==> config.mk <==
export PLATFORM = sky130hd
export DESIGN_NAME = pipe_hazard_tracker_flat
export DESIGN_NICKNAME = d
export VERILOG_FILES = /design/src/rtl/pipe_hazard_tracker_if.sv /design/src/rtl/pipe_hazard_tracker.sv /design/src/flat_wrapper.sv
export SDC_FILE = /design/constraint.sdc
export NUM_CORES = 1
export LEC_CHECK = 0
export CAP_MARGIN = 20
export CORE_ASPECT_RATIO = 1.75
export CORE_UTILIZATION = 48
export DETAILED_ROUTE_END_ITERATION = 6
export PLACE_DENSITY_LB_ADDON = 0.1
export SYNTH_ARGS = -nofsm -noshare
export SYNTH_HDL_FRONTEND = slang
export SYNTH_SLANG_ARGS = --single-unit
==> constraint.sdc <==
create_clock -name CLK -period 2.81 [get_ports CLK]
set_clock_uncertainty 0.15 [all_clocks]
set_input_delay 0.843 -clock CLK [delete_from_list [all_inputs] [get_ports CLK]]
set_output_delay 0.843 -clock CLK [all_outputs]
set_load 0.02 [all_outputs]
==> src/rtl/pipe_hazard_tracker_if.sv <==
// Bundle of decode-side issue signals and tracker results for pipe_hazard_tracker.
// The master modport belongs to the decode/control side and the slave modport to the tracker.
interface pipe_hazard_tracker_if #(
  parameter int NSTAGE = 3,
  parameter int NSRC   = 2,
  parameter int RSEL_W = 5,
  parameter int CNT_W  = 16
);
  localparam int FW = $clog2(NSTAGE + 1);

  logic                     advance;
  logic                     issue_valid;
  logic                     issue_wen;
  logic [RSEL_W-1:0]        issue_wsel;
  logic                     issue_is_load;
  logic [NSRC*RSEL_W-1:0]   src_sel;
  logic [NSTAGE-1:0]        flush_mask;
  logic                     stall;
  logic [NSRC*FW-1:0]       fwd_sel;
  logic [NSTAGE-1:0]        stage_valid;
  logic [CNT_W-1:0]         stall_cnt;

  modport master (
    output advance, issue_valid, issue_wen, issue_wsel, issue_is_load, src_sel, flush_mask,
    input  stall, fwd_sel, stage_valid, stall_cnt
  );

  modport slave (
    input  advance, issue_valid, issue_wen, issue_wsel, issue_is_load, src_sel, flush_mask,
    output stall, fwd_sel, stage_valid, stall_cnt
  );
endinterface

==> src/rtl/pipe_hazard_tracker.sv <==
// Tracks in-flight register writes across NSTAGE post-decode stages, raises load-use stalls
// and produces registered per-operand forwarding selects aligned with the EX stage.
module pipe_hazard_tracker #(
  parameter int NSTAGE   = 3,
  parameter int NSRC     = 2,
  parameter int RSEL_W   = 5,
  parameter int LOAD_RDY = 2,
  parameter int CNT_W    = 16
) (
  input logic CLK,
  input logic RST,
  pipe_hazard_tracker_if.slave bus
);
  localparam int FW = $clog2(NSTAGE + 1);

  logic [NSTAGE-1:0]  valid_q, valid_d;
  logic [NSTAGE-1:0]  wen_q, wen_d;
  logic [NSTAGE-1:0]  load_q, load_d;
  logic [RSEL_W-1:0]  wsel_q [NSTAGE];
  logic [RSEL_W-1:0]  wsel_d [NSTAGE];
  logic [NSRC*FW-1:0] fwd_q, fwd_d;
  logic [CNT_W-1:0]   cnt_q, cnt_d;

  logic [NSRC-1:0]    match_hit;
  logic [NSRC-1:0]    hazard;
  logic [FW-1:0]      match_fwd [NSRC];
  logic               stall;
  logic               accept;

  // Scan oldest to youngest so the youngest writer overwrites older matches. A match at stage k
  // will sit at stage k+1 when the consumer reaches EX; beyond the last stage the value is in the
  // register file. A load still in a stage below LOAD_RDY has no data to hand over yet.
  always_comb begin
    for (int i = 0; i < NSRC; i++) begin
      match_hit[i] = 1'b0;
      hazard[i]    = 1'b0;
      match_fwd[i] = '0;
      for (int k = NSTAGE; k >= 1; k--) begin
        if (valid_q[k-1] && wen_q[k-1] && (wsel_q[k-1] != '0) &&
            (wsel_q[k-1] == bus.src_sel[i*RSEL_W +: RSEL_W])) begin
          match_hit[i] = 1'b1;
          hazard[i]    = load_q[k-1] && (k < LOAD_RDY);
          match_fwd[i] = (k + 1 > NSTAGE) ? '0 : FW'(k + 1);
        end
      end
    end
  end

  assign stall  = bus.issue_valid && (|hazard);
  assign accept = bus.issue_valid && bus.advance && !stall;

  // Flush is applied last so it also kills an entry shifted into stage 1 this cycle.
  always_comb begin
    valid_d = valid_q;
    wen_d   = wen_q;
    load_d  = load_q;
    wsel_d  = wsel_q;
    fwd_d   = fwd_q;
    cnt_d   = cnt_q;
    if (bus.advance) begin
      for (int k = NSTAGE - 1; k >= 1; k--) begin
        valid_d[k] = valid_q[k-1];
        wen_d[k]   = wen_q[k-1];
        load_d[k]  = load_q[k-1];
        wsel_d[k]  = wsel_q[k-1];
      end
      valid_d[0] = accept;
      wen_d[0]   = accept && bus.issue_wen;
      load_d[0]  = accept && bus.issue_is_load;
      wsel_d[0]  = accept ? bus.issue_wsel : '0;
      for (int i = 0; i < NSRC; i++) begin
        fwd_d[i*FW +: FW] = (accept && match_hit[i]) ? match_fwd[i] : '0;
      end
      if (stall && (cnt_q != '1)) begin
        cnt_d = cnt_q + 1'b1;
      end
    end
    valid_d = valid_d & ~bus.flush_mask;
  end

  always_ff @(posedge CLK or posedge RST) begin
    if (RST) begin
      valid_q <= '0;
      wen_q   <= '0;
      load_q  <= '0;
      for (int k = 0; k < NSTAGE; k++) begin
        wsel_q[k] <= '0;
      end
      fwd_q   <= '0;
      cnt_q   <= '0;
    end else begin
      valid_q <= valid_d;
      wen_q   <= wen_d;
      load_q  <= load_d;
      for (int k = 0; k < NSTAGE; k++) begin
        wsel_q[k] <= wsel_d[k];
      end
      fwd_q   <= fwd_d;
      cnt_q   <= cnt_d;
    end
  end

  assign bus.stall       = stall;
  assign bus.fwd_sel     = fwd_q;
  assign bus.stage_valid = valid_q;
  assign bus.stall_cnt   = cnt_q;
endmodule
==> src/flat_wrapper.sv <==
// flat-port wrapper written by rule: the top's interface ports become plain ports
module pipe_hazard_tracker_flat 
#(
  parameter int NSTAGE   = 3,
  parameter int NSRC     = 2,
  parameter int RSEL_W   = 5,
  parameter int LOAD_RDY = 2,
  parameter int CNT_W    = 16
)
  (CLK, RST, bus_advance, bus_issue_valid, bus_issue_wen, bus_issue_wsel, bus_issue_is_load, bus_src_sel, bus_flush_mask, bus_stall, bus_fwd_sel, bus_stage_valid, bus_stall_cnt);
  pipe_hazard_tracker_if #(.NSTAGE(NSTAGE), .NSRC(NSRC), .RSEL_W(RSEL_W), .CNT_W(CNT_W)) bus_i ();
  input logic CLK;
  input logic RST;
  input wire logic [$bits(bus_i.advance)-1:0] bus_advance;
  input wire logic [$bits(bus_i.issue_valid)-1:0] bus_issue_valid;
  input wire logic [$bits(bus_i.issue_wen)-1:0] bus_issue_wen;
  input wire logic [$bits(bus_i.issue_wsel)-1:0] bus_issue_wsel;
  input wire logic [$bits(bus_i.issue_is_load)-1:0] bus_issue_is_load;
  input wire logic [$bits(bus_i.src_sel)-1:0] bus_src_sel;
  input wire logic [$bits(bus_i.flush_mask)-1:0] bus_flush_mask;
  output wire logic [$bits(bus_i.stall)-1:0] bus_stall;
  output wire logic [$bits(bus_i.fwd_sel)-1:0] bus_fwd_sel;
  output wire logic [$bits(bus_i.stage_valid)-1:0] bus_stage_valid;
  output wire logic [$bits(bus_i.stall_cnt)-1:0] bus_stall_cnt;
  assign bus_i.advance = bus_advance;
  assign bus_i.issue_valid = bus_issue_valid;
  assign bus_i.issue_wen = bus_issue_wen;
  assign bus_i.issue_wsel = bus_issue_wsel;
  assign bus_i.issue_is_load = bus_issue_is_load;
  assign bus_i.src_sel = bus_src_sel;
  assign bus_i.flush_mask = bus_flush_mask;
  assign bus_stall = bus_i.stall;
  assign bus_fwd_sel = bus_i.fwd_sel;
  assign bus_stage_valid = bus_i.stage_valid;
  assign bus_stall_cnt = bus_i.stall_cnt;
  pipe_hazard_tracker #(.NSTAGE(NSTAGE), .NSRC(NSRC), .RSEL_W(RSEL_W), .LOAD_RDY(LOAD_RDY), .CNT_W(CNT_W)) u_core (.CLK(CLK), .RST(RST), .bus(bus_i));
endmodule
==> results of run 1 <==
## placed cells by master, fill, tap and decap left out, types with 2 or more instances in the layout
cell type / n
xor2_2: 2
mux2_2: 6
xor2_1: 6
buf_2: 3
clkdlybuf4s50_1: 36
nor2_1: 9
inv_1: 3
clkbuf_8: 5
clkinv_2: 2
a22o_1: 9
a2111oi_0: 2
and3_1: 2
xnor2_1: 20
nor4_1: 4
dfrtp_2: 2
nand3_1: 14
buf_6: 5
a21o_1: 2
dfrtp_1: 34
nor3_1: 9
nand2_1: 6
nand4_1: 15
buf_4: 33
nand2b_1: 2
xnor2_2: 7
mux2i_1: 2
## worst paths after layout
kind | start | end | slack (ns) | depth (start not counted)
hold / removal | u_core.bus.fwd_sel[2] | u_core.bus.fwd_sel[2] | 0.34 | 1
min in group asynchronous | RST | u_core.bus.stall_cnt[12] | 0.81 | 3
setup / recovery | bus_src_sel[5] | bus_stall | -0.04 | 6
max in group asynchronous | RST | u_core.wsel_q[13] | 1.36 | 3
hold reg to reg | u_core.bus.fwd_sel[2] | u_core.bus.fwd_sel[2] | 0.34 | 1
setup reg to reg | u_core.wsel_q[13] | u_core.bus.stall_cnt[1] | 0.50 | 9
## state kept, by name, indices dropped and copies added, names as in the netlist
| signal | flops |
|---|---|
| u_core.load_q | 1 |
| u_core.bus.stall_cnt | 16 |
| u_core.bus.fwd_sel | 4 |
| u_core.bus.stage_valid | 3 |
| u_core.wen_q | 2 |
| u_core.wsel_q | 10 |
## stage by stage
| step | setup TNS [ns] | power, W | util | setup WS, ns |
|---|---|---|---|---|
| after floorplan | 0 | 0.000664 | - | 0.00584 |
| after global placement | -1.11 | 0.000749 | 0.685 | -0.889 |
| after detailed placement | -1.34 | 0.000756 | 0.685 | -0.936 |
| after CTS | -0.00775 | 0.00114 | 0.728 | -0.00775 |
| after global routing | -0.0731 | 0.00117 | 0.734 | -0.0731 |
| final | -0.0394 | 0.00113 | 0.734 | -0.0394 |
## metal layers
layer	global-route usage	vias to the layer above	share of wire
met1	0.272	833	0.36
met2	0.494	63	0.57
met3	0.0412	15	0.039
li1	-	798	-
met4	0.114	0	0.029
met5	0	-	0
## cell families after synthesis
| kind of cell | count (synthesis) | share of synthesized area |
|---|---|---|
| buf+inv | 10 | 0.0217 |
| fa+ha+maj | 1 | 0.00656 |
| xor+xnor | 35 | 0.161 |
| simple gates | 67 | 0.190 |
| compound gates | 18 | 0.0965 |
| mux | 9 | 0.0518 |
| flops | 36 | 0.472 |
## report_power, final
group | switching, W | internal (W) | total [W]
Sequential | 0.0000266 | 0.000537 | 0.000564
Combinational | 0.0000898 | 0.000117 | 0.000207
Clock | 0.000190 | 0.000173 | 0.000363
Total | 0.000307 | 0.000827 | 0.00113
## repair_timing
| action | 4_1_cts | 5_1_grt |
|---|---|---|
| pin swaps | 14 | 4 |
| setup endpoints to repair | 1 | 1 |
| setup buffers | 4 | 2 |
| resized for setup | 57 | 1 |
## final cells by class
cell class,count,area [µm²],share of cell area
inverter,4,17.5,0.00623
timing repair buffer,79,698,0.248
clock buffer,5,68.8,0.0245
clock inverter,3,18.8,0.00668
tap,48,60.1,0.0214
multi-input combinational,130,1040,0.372
sequential,36,903,0.321
==> metrics.csv, run 1 <==
stage,metric,value,unit
synthesis,"area leader, netlist",dfrtp_1,
global_routing,largest net degree at the start of global routing,37,
clocking,CTS Buffer Depth,2,
power_and_ir_drop,Max VDD drop,0.000373,V
die,Starting Density,0.498,
die,Die Y-Extent,85.4,µm
timing,minimum clock period,2.85,ns
drt,"antenna viol nets, final",0,
min_path,Hold Crit Class,register to register,
clocking,clock sinks,36,
synthesis,post-synth net total,201,
synthesis,Mapped Cells,176,
timing,setup ws final,-0.0394,ns
timing,max-slew violations,0,
synthesis,Mapped Area,1910,µm²
clocking,latest clock arrival within the worst-skew pair,0.29,ns
global_routing,first-pass GRT wire length,8.36,mm
setup_path,Setup Crit Path Kind,input port to primary output,
die,Die Wd,49.6,µm
setup_path,CP max-delay cell,o22ai_4,
flow_run,maxcap violations,0,
synthesis,Main synth FF type,dfrtp_1,
timing,Final Cycle Share,1.01,
global_routing,All-Layer GR Usage,0.261,
synthesis,Yosys warnings,0,
global_routing,number of global-route vias before repair,1837,
run_status,failing checks,setup timing,
place,placed inst area,2620,µm²
setup_path,CP Launch Type,input port,
die,full die area,4240,µm²
place,IO Port Bufs,47,
timing,maximum clock frequency,0.351,GHz
clocking,Clock Tree Root,clkbuf_8,
global_routing,initial antenna violation count,0,
setup_path,Buf/Inv on CP,2,
power_and_ir_drop,pwr/cell area,403,nW/µm²
synthesis,most frequent cell after synthesis,dfrtp_1,
setup_path,"Req. time, crit path",1.82,ns
drt,first-pass iteration count of the detailed router,4,
drt,WL/cell,17.0,µm
synthesis,"EDFF count, synth",0,
clocking,CTS Hold Bufs,0,
synthesis,"Avg Cell Area, Syn",10.8,µm²
setup_path,maximum fanout along the worst path,2,
clocking,TritonCTS clock tree,done,
place,Routability Congestion,0.873,
timing,Hold WS,0.345,ns
timing,Final Hold Vio Count,0,
synthesis,"Seq/Total Area, Yosys",0.472,
setup_path,critical path cell sequence,"buf_4, xnor2_2, nand4_1, o22ai_4, and3_4, buf_6",
die,row count,30,
synthesis,Commonest cells post-synth,"dfrtp_1, xnor2_1, nand4_1, nand3_1",
synthesis,area share of the largest cell type after synthesis,0.472,
finish,# diodes,0,
drt,Residual DRC,0,
synthesis,Post-synth ARST share,1.00,
finish,synthesis-to-finish area growth,47.4,%
power_and_ir_drop,leak pwr,1.22,nW
drt,DR iter-0 viols,38,
timing,RSZ-0062 raised after global routing,yes,
timing,Rel. slew slack,0.647,
die,Ports,48,
place,Post-DP HPWL,3.82,mm
synthesis,Yosys cell types,33,
clocking,Num CTS Buffers,5,
timing,final setup vio count,1,
run_status,status,finished with violations,
drt,final WL,5.19,mm
die,core footprint,3830,µm²
setup_path,cell family with most CP delay,simple AND/OR/NAND/NOR gates,
setup_path,WP data arrival,1.86,ns
drt,vias per cell,5.60,
finish,post-route cell area,2810,µm²
synthesis,Synth Register Bits,36,
finish,# fillers,291,
setup_path,CP endpoint kind,primary output,
finish,Final Non-Filler Cells,305,
setup_path,delay of the slowest critical-path stage,0.24,ns
synthesis,dominant cells by area after synthesis,"dfrtp_1, xnor2_1, nand4_1, a22o_1, nand3_1",
finish,# nets final,281,
place,Placed Cells,291,
drt,DR vias,1709,
clocking,CTS H-Tree Depth,2,
timing,Slew @ Worst Pin,0.516,ns
clocking,clk slew on worst S/H paths,0.08,ns
global_routing,GRT overflow,0,
finish,share of layout cells above drive strength 1,0.280,
Note: power is estimated with default switching activity, not from simulation.
==> inputs of run 2 (changes only) <==
RECOVER_POWER = 25   (was unset)
==> run 2 against run 1 <==
The flow still finishes with violations (setup timing). Global-route usage is the same. Cell area is essentially flat. Largest power group unchanged. Non-clock buffer count stayed put. Critical endpoint unchanged. Final cell count is the same. Sequential power about the same.
==> metrics.csv, run 2 (same netlist as run 1, synthesis figures left out) <==
stage,metric,value,unit,change
timing,minimum clock period,2.85,ns,unchanged
setup_path,Reg2Reg Capture Point,u_core.bus.stall_cnt[1],,unchanged
clocking,Clock Tree Root,clkbuf_8,,unchanged
timing,Final Hold Vio Count,0,,unchanged
clocking,Num CTS Buffers,5,,unchanged
power_and_ir_drop,Comb power frac,0.182,,was 0.183
setup_path,WP data arrival,1.86,ns,about the same
power_and_ir_drop,Max VDD drop,0.000373,V,about the same
place,Post-DP HPWL,3.82,mm,unchanged
drt,first-pass iteration count of the detailed router,4,,unchanged
timing,Final Cycle Share,1.01,,unchanged
finish,synthesis-to-finish area growth,47.3,%,was 47.4%
run_status,status,finished with violations,,unchanged
timing,Hold WS,0.345,ns,unchanged
die,row count,30,,unchanged
finish,share of layout cells above drive strength 1,0.280,,unchanged
global_routing,largest net degree at the start of global routing,37,,unchanged
drt,met3 wire len,201,µm,unchanged
place,IO Port Bufs,47,,unchanged
clocking,CTS H-Tree Depth,2,,unchanged
min_path,Hold Crit Class,register to register,,unchanged
timing,final setup vio count,1,,unchanged
setup_path,"Req. time, crit path",1.82,ns,about the same
finish,most frequent cells in the layout,"clkdlybuf4s50_1, dfrtp_1, buf_4",,unchanged
global_routing,first-pass GRT wire length,8.36,mm,unchanged
setup_path,worst reg2reg setup slack,0.50,ns,about the same
die,Starting Density,0.498,,unchanged
global_routing,initial antenna violation count,0,,unchanged
setup_path,CP max-delay cell,o22ai_4,,unchanged
power_and_ir_drop,Internal Power,0.000826,W,was 0.000827 W
global_routing,GRT overflow,0,,unchanged
clocking,TritonCTS clock tree,done,,unchanged
finish,# diodes,0,,unchanged
place,Routability Congestion,0.873,,unchanged
power_and_ir_drop,leak pwr,1.22,nW,about the same
drt,final WL,5.19,mm,about the same
die,Die Y-Extent,85.4,µm,unchanged
setup_path,CP endpoint kind,primary output,,unchanged
die,full die area,4240,µm²,unchanged
setup_path,Setup Crit Path Kind,input port to primary output,,unchanged
drt,Max Used Layer,met4,,unchanged
timing,maximum clock frequency,0.351,GHz,unchanged
drt,DR vias,1709,,unchanged
power_and_ir_drop,Seq pwr share,0.497,,about the same
clocking,clk slew on worst S/H paths,0.08,ns,about the same
global_routing,All-Layer GR Usage,0.261,,unchanged
setup_path,CP Launch Type,input port,,unchanged
power_and_ir_drop,Clock Power Share,0.320,,about the same
timing,max-slew violations,0,,unchanged
die,Ports,48,,unchanged
drt,vias per cell,5.60,,unchanged
timing,Slew @ Worst Pin,0.887,ns,was 0.516 ns
finish,"commonest non-fill, non-tap cell in the layout",clkdlybuf4s50_1,,unchanged
timing,Rel. slew slack,0.408,,was 0.647
drt,WL/cell,17.0,µm,about the same
finish,Final Non-Filler Cells,305,,unchanged
die,core footprint,3830,µm²,unchanged
min_path,Min-Delay Startpoint,u_core.bus.fwd_sel[2],,unchanged
drt,DR iter-0 viols,38,,unchanged
global_routing,number of global-route vias before repair,1837,,unchanged
power_and_ir_drop,Pwr Total,0.00113,W,about the same
setup_path,R2R Path Start,u_core.wsel_q[13],,unchanged
run_status,failing checks,setup timing,,unchanged
min_path,Hold Path Depth,1,,unchanged
die,Die Wd,49.6,µm,unchanged
power_and_ir_drop,Net Sw Frac,0.271,,about the same
finish,# fillers,292,,was 291
min_path,hold endpoint,u_core.bus.fwd_sel[2],,unchanged
finish,# nets final,281,,unchanged
timing,RSZ-0062 raised after global routing,yes,,unchanged
drt,WL met1,1.89,mm,about the same
setup_path,maximum fanout along the worst path,2,,unchanged
drt,"antenna viol nets, final",0,,unchanged
clocking,clock sinks,36,,unchanged
finish,Largest register FFs,16,,unchanged
clocking,latest clock arrival within the worst-skew pair,0.29,ns,about the same
place,Placed Cells,291,,unchanged
drt,total length of routed met2 wires,2.95,mm,unchanged
setup_path,critical path cell sequence,"buf_4, xnor2_2, nand4_1, o22ai_4, and3_4, buf_6",,unchanged
timing,setup ws final,-0.0394,ns,unchanged
clocking,CTS Buffer Depth,2,,unchanged
flow_run,maxcap violations,0,,unchanged
drt,Residual DRC,0,,unchanged
setup_path,delay of the slowest critical-path stage,0.24,ns,about the same
power_and_ir_drop,NetSw,0.000307,W,about the same
setup_path,Worst Reg-to-Reg Cells,9,,unchanged
power_and_ir_drop,pwr/cell area,403,nW/µm²,about the same
-- run 2: cell types whose count changed in the layout (fill, tap and decap cells not counted) --
cell             previous run  this run
buf_4                      33        32
clkbuf_2                    0         1
clkdlybuf4s50_1            36        35
dlygate4sd3_1               0         1
-- run 2: power groups by stage --
| stage | logic, W | clock network, W | registers (W) |
|---|---|---|---|
| floorplan | 0.0000955 | 0 | 0.000568 |
| finish | 0.000206 | 0.000363 | 0.000564 |
| global route | 0.000219 | 0.000389 | 0.000566 |
| global placement | 0.000178 | 0 | 0.000571 |
| detailed placement | 0.000183 | 0 | 0.000572 |
| CTS | 0.000201 | 0.000374 | 0.000563 |
-- run 2: what timing repair did --
action	CTS	global route
gates cloned	0	0
buffers inserted	4	2
setup endpoints to repair	1	1
pin swaps	14	4
hold buffers	0	0
resized for setup	57	1
-- run 2: how the worst max path moves through the flow --
stage	from	end	slack, ns	cells past startpoint
after global placement	bus_src_sel[8]	bus_stall	-0.89	6
after global routing	u_core.wsel_q[13]	bus_stall	-0.07	5
after floorplan	bus_src_sel[8]	bus_stall	0.006	5
after detailed placement	bus_src_sel[5]	bus_stall	-0.94	6
final	bus_src_sel[5]	bus_stall	-0.04	6
after CTS	u_core.wsel_q[13]	bus_stall	-0.008	5
-- run 2: cell type report --
| type | count | area [µm²] | area share |
|---|---|---|---|
| clock buffer | 5 | 68.8 | 0.0245 |
| clock inverter | 3 | 18.8 | 0.00668 |
| inverter | 4 | 17.5 | 0.00624 |
| multi-input combinational | 130 | 1040 | 0.372 |
| sequential | 36 | 903 | 0.322 |
| tap | 48 | 60.1 | 0.0214 |
| timing repair buffer | 79 | 696 | 0.248 |
-- run 2: routing by layer --
metal	up-vias	GRT usage
met1	833	0.272
met5	-	0
met4	0	0.114
met2	63	0.494
met3	15	0.0412
li1	798	-
-- run 2: metrics by stage --
| step | util | TNS [ns] | cell area (µm²) | worst slack, ns |
|---|---|---|---|---|
| 6_report | 0.734 | -0.0394 | 2810 | -0.0394 |
| 5_1_grt | 0.734 | -0.0731 | 2810 | -0.0731 |
| 4_1_cts | 0.728 | -0.00775 | 2790 | -0.00775 |
| 3_5_place_dp | 0.685 | -1.34 | 2620 | -0.936 |
| 3_3_place_gp | 0.685 | -1.11 | 2620 | -0.889 |
| 2_1_floorplan | - | 0 | 1930 | 0.00584 |
-- run 2: worst max-delay path, delay by kind of cell --
family                    cells  cell delay, ns
and+or+nand+nor               2            0.41
xor gates and xnor gates      1            0.12
buffers and inverters         2            0.24
AOI/OAI and AO/OA             1            0.24
==> inputs of run 3 (changes only) <==
==> constraint.sdc (replaced) <==
create_clock -name CLK -period 2.81 [get_ports CLK]
set_clock_uncertainty 0.15 [all_clocks]
set_input_delay 0.7025 -clock CLK [delete_from_list [all_inputs] [get_ports CLK]]
set_output_delay 0.7025 -clock CLK [all_outputs]
set_load 0.02 [all_outputs]
==> run 3 against run 2 <==
The run now ends clean. Sequential power shrank 0.7%. Wire length down 5.1%. Cell area down 4.5%. Final cell count decreased by 3.0%.
==> metrics.csv, run 3 (same netlist as run 1, synthesis figures left out) <==
stage,metric,value,unit,change
run_status,status,finished clean,,was finished with violations
setup_path,cell family with most CP delay,buffers and inverters,,was simple AND/OR/NAND/NOR gates
finish,Final Non-Filler Cells,296,,was 305
place,Placed Cells,286,,was 291
drt,vias per cell,5.67,,was 5.60
place,Post-DP HPWL,3.68,mm,was 3.82 mm
timing,Slew @ Worst Pin,0.877,ns,was 0.887 ns
finish,synthesis-to-finish area growth,40.7,%,was 47.3%
die,full die area,4240,µm²,unchanged
power_and_ir_drop,Net Sw Frac,0.266,,was 0.271
setup_path,worst reg2reg setup slack,0.57,ns,was 0.50 ns
drt,"antenna viol nets, final",0,,unchanged
finish,share of layout cells above drive strength 1,0.185,,was 0.280
clocking,CTS Buffer Depth,2,,unchanged
drt,first-pass iteration count of the detailed router,4,,unchanged
clocking,clock sinks,36,,unchanged
die,core footprint,3830,µm²,unchanged
clocking,CTS H-Tree Depth,2,,unchanged
power_and_ir_drop,NetSw,0.000292,W,was 0.000307 W
timing,final setup vio count,0,,was 1
clocking,latest clock arrival within the worst-skew pair,0.29,ns,about the same
min_path,Hold Crit Class,register to register,,unchanged
timing,Rel. slew slack,0.415,,was 0.408
global_routing,All-Layer GR Usage,0.259,,was 0.261
setup_path,stages on the worst setup path,5,,was 6
drt,DR vias,1677,,was 1709
setup_path,maximum fanout along the worst path,2,,unchanged
timing,Hold WS,0.343,ns,was 0.345 ns
clocking,TritonCTS clock tree,done,,unchanged
drt,WL/cell,16.6,µm,was 17.0 µm
place,IO Port Bufs,47,,unchanged
global_routing,initial antenna violation count,0,,unchanged
finish,# fillers,320,,was 292
drt,DR iter-0 viols,48,,was 38
finish,# diodes,0,,unchanged
die,row count,30,,unchanged
flow_run,maxcap violations,0,,unchanged
setup_path,CP endpoint kind,primary output,,unchanged
place,Routability Congestion,0.882,,was 0.873
global_routing,first-pass GRT wire length,8.28,mm,was 8.36 mm
die,Ports,48,,unchanged
power_and_ir_drop,pwr/cell area,410,nW/µm²,was 403 nW/µm²
global_routing,met1 Resource Use GR,0.272,,unchanged
timing,Final Cycle Share,0.975,,was 1.01
place,placed inst area,2570,µm²,was 2620 µm²
finish,multi-input logic area,985,µm²,was 1040 µm²
setup_path,WP data arrival,1.89,ns,was 1.86 ns
finish,most frequent cells in the layout,"clkdlybuf4s50_1, dfrtp_1, xnor2_1",,"was clkdlybuf4s50_1, dfrtp_1, buf_4"
setup_path,Setup crit end,bus_stall,,unchanged
global_routing,GRT overflow,0,,unchanged
setup_path,R2R Path Start,u_core.wsel_q[11],,was u_core.wsel_q[13]
global_routing,GRT met3 Usage,0.0502,,was 0.0412
timing,Final Hold Vio Count,0,,unchanged
power_and_ir_drop,Internal Power,0.000808,W,was 0.000826 W
setup_path,CP max-delay cell,clkdlybuf4s50_1,,was o22ai_4
drt,Residual DRC,0,,unchanged
power_and_ir_drop,Comb power frac,0.164,,was 0.182
global_routing,number of global-route vias before repair,1852,,was 1837
setup_path,Critical Path Start,bus_src_sel[7],,was bus_src_sel[5]
finish,post-route cell area,2680,µm²,was 2810 µm²
finish,Register Area,901,µm²,was 903 µm²
clocking,Clock Tree Root,clkbuf_8,,unchanged
setup_path,Setup Crit Path Kind,input port to primary output,,unchanged
setup_path,CP Launch Type,input port,,unchanged
die,Die Y-Extent,85.4,µm,unchanged
global_routing,GRT Max-Usage Layer,met2,,unchanged
die,Die Wd,49.6,µm,unchanged
timing,maximum clock frequency,0.365,GHz,was 0.351 GHz
timing,RSZ-0062 raised after global routing,no,,was yes
place,dpl ws,-0.576,ns,was -0.936 ns
finish,Largest register FFs,16,,unchanged
power_and_ir_drop,Clock Power Share,0.327,,was 0.320
setup_path,Reg2Reg Capture Point,u_core.bus.fwd_sel[0],,was u_core.bus.stall_cnt[1]
setup_path,"Req. time, crit path",1.96,ns,was 1.82 ns
setup_path,critical path cell sequence,"clkdlybuf4s50_1, xor2_1, o22ai_2, and3_4, buf_6",,"was buf_4, xnor2_2, nand4_1, o22ai_4, and3_4, buf_6"
drt,final WL,4.92,mm,was 5.19 mm
finish,# nets final,272,,was 281
clocking,Num CTS Buffers,5,,unchanged
setup_path,Buf/Inv on CP,2,,unchanged
power_and_ir_drop,leak pwr,1.15,nW,was 1.22 nW
power_and_ir_drop,Seq pwr share,0.509,,was 0.497
die,Starting Density,0.498,,unchanged
timing,setup ws final,0.0704,ns,was -0.0394 ns
timing,max-slew violations,0,,unchanged
timing,minimum clock period,2.74,ns,was 2.85 ns
setup_path,Worst Reg-to-Reg Cells,5,,was 9
clocking,clk slew on worst S/H paths,0.07,ns,was 0.08 ns
power_and_ir_drop,Max VDD drop,0.000369,V,was 0.000373 V
setup_path,delay of the slowest critical-path stage,0.51,ns,was 0.24 ns
global_routing,largest net degree at the start of global routing,37,,unchanged
global_routing,GR Util met2,0.456,,was 0.494
finish,"commonest non-fill, non-tap cell in the layout",clkdlybuf4s50_1,,unchanged
==> run 3: cell count changes in the layout (fill, tap and decap cells not counted), sizes merged <==
| cell | before | now |
|---|---|---|
| buf | 40 | 23 |
| clkdlybuf4s15 | 1 | 0 |
| clkdlybuf4s50 | 35 | 37 |
| dlygate4sd2 | 1 | 8 |
==> run 3: layout make-up <==
type                       instances  area share
multi-input combinational        130       0.367
sequential                        36       0.336
tap                               48      0.0224
timing repair buffer              70       0.236
inverter                           4     0.00653
clock inverter                     3     0.00700
clock buffer                       5      0.0257
==> run 3: repair_timing <==
action | in CTS | in global routing
buffers inserted | 2 | 0
endpoints found under the setup margin | 1 | 1
gates resized for setup | 16 | 1
hold buffers | 0 | 0
pin swaps | 4 | 0
cloned | 0 | 0
==> run 3: worst register-to-register path: stages (launching register included) <==
cell and delay (ns):
dfrtp_1 0.38, or4_4 0.57, o211ai_1 0.26, nor3_1 0.11, a2111oi_0 0.57, a21o_1 0.14
==> run 3: power groups by stage <==
stage / combinational [W] / clock (W) / sequential (W)
2_1_floorplan: 0.0000907 / 0 / 0.000568
3_3_place_gp: 0.000173 / 0 / 0.000569
3_5_place_dp: 0.000178 / 0 / 0.000570
4_1_cts: 0.000180 / 0.000372 / 0.000559
5_1_grt: 0.000197 / 0.000390 / 0.000562
6_report: 0.000181 / 0.000359 / 0.000560
==> run 3: metal layers <==
metal	share of wire	routed length, µm	vias up
met1	0.38	1850	809
met4	0.048	235	0
met3	0.038	188	20
met2	0.54	2650	67
met5	0	0	-
li1	-	-	781
==> run 3: how the worst min path moves through the flow <==
stage                          start               endpoint  slack [ns]  depth (start not counted)
5_1_grt        u_core.bus.fwd_sel[0]  u_core.bus.fwd_sel[0]        0.37                          1
3_5_place_dp   u_core.bus.fwd_sel[2]  u_core.bus.fwd_sel[2]        0.33                          1
3_3_place_gp   u_core.bus.fwd_sel[0]  u_core.bus.fwd_sel[0]        0.32                          1
4_1_cts        u_core.bus.fwd_sel[2]  u_core.bus.fwd_sel[2]        0.34                          1
6_report       u_core.bus.fwd_sel[2]  u_core.bus.fwd_sel[2]        0.34                          1
2_1_floorplan        u_core.wen_q[1]        u_core.wen_q[1]        0.33                          1
==> run 3: through the flow <==
step | setup TNS [ns] | utilization | total power, W
after floorplan | 0 | - | 0.000659
after global placement | -0.521 | 0.672 | 0.000742
after detailed placement | -0.576 | 0.672 | 0.000748
after CTS | 0 | 0.699 | 0.00111
after global routing | 0 | 0.701 | 0.00115
final | 0 | 0.701 | 0.00110
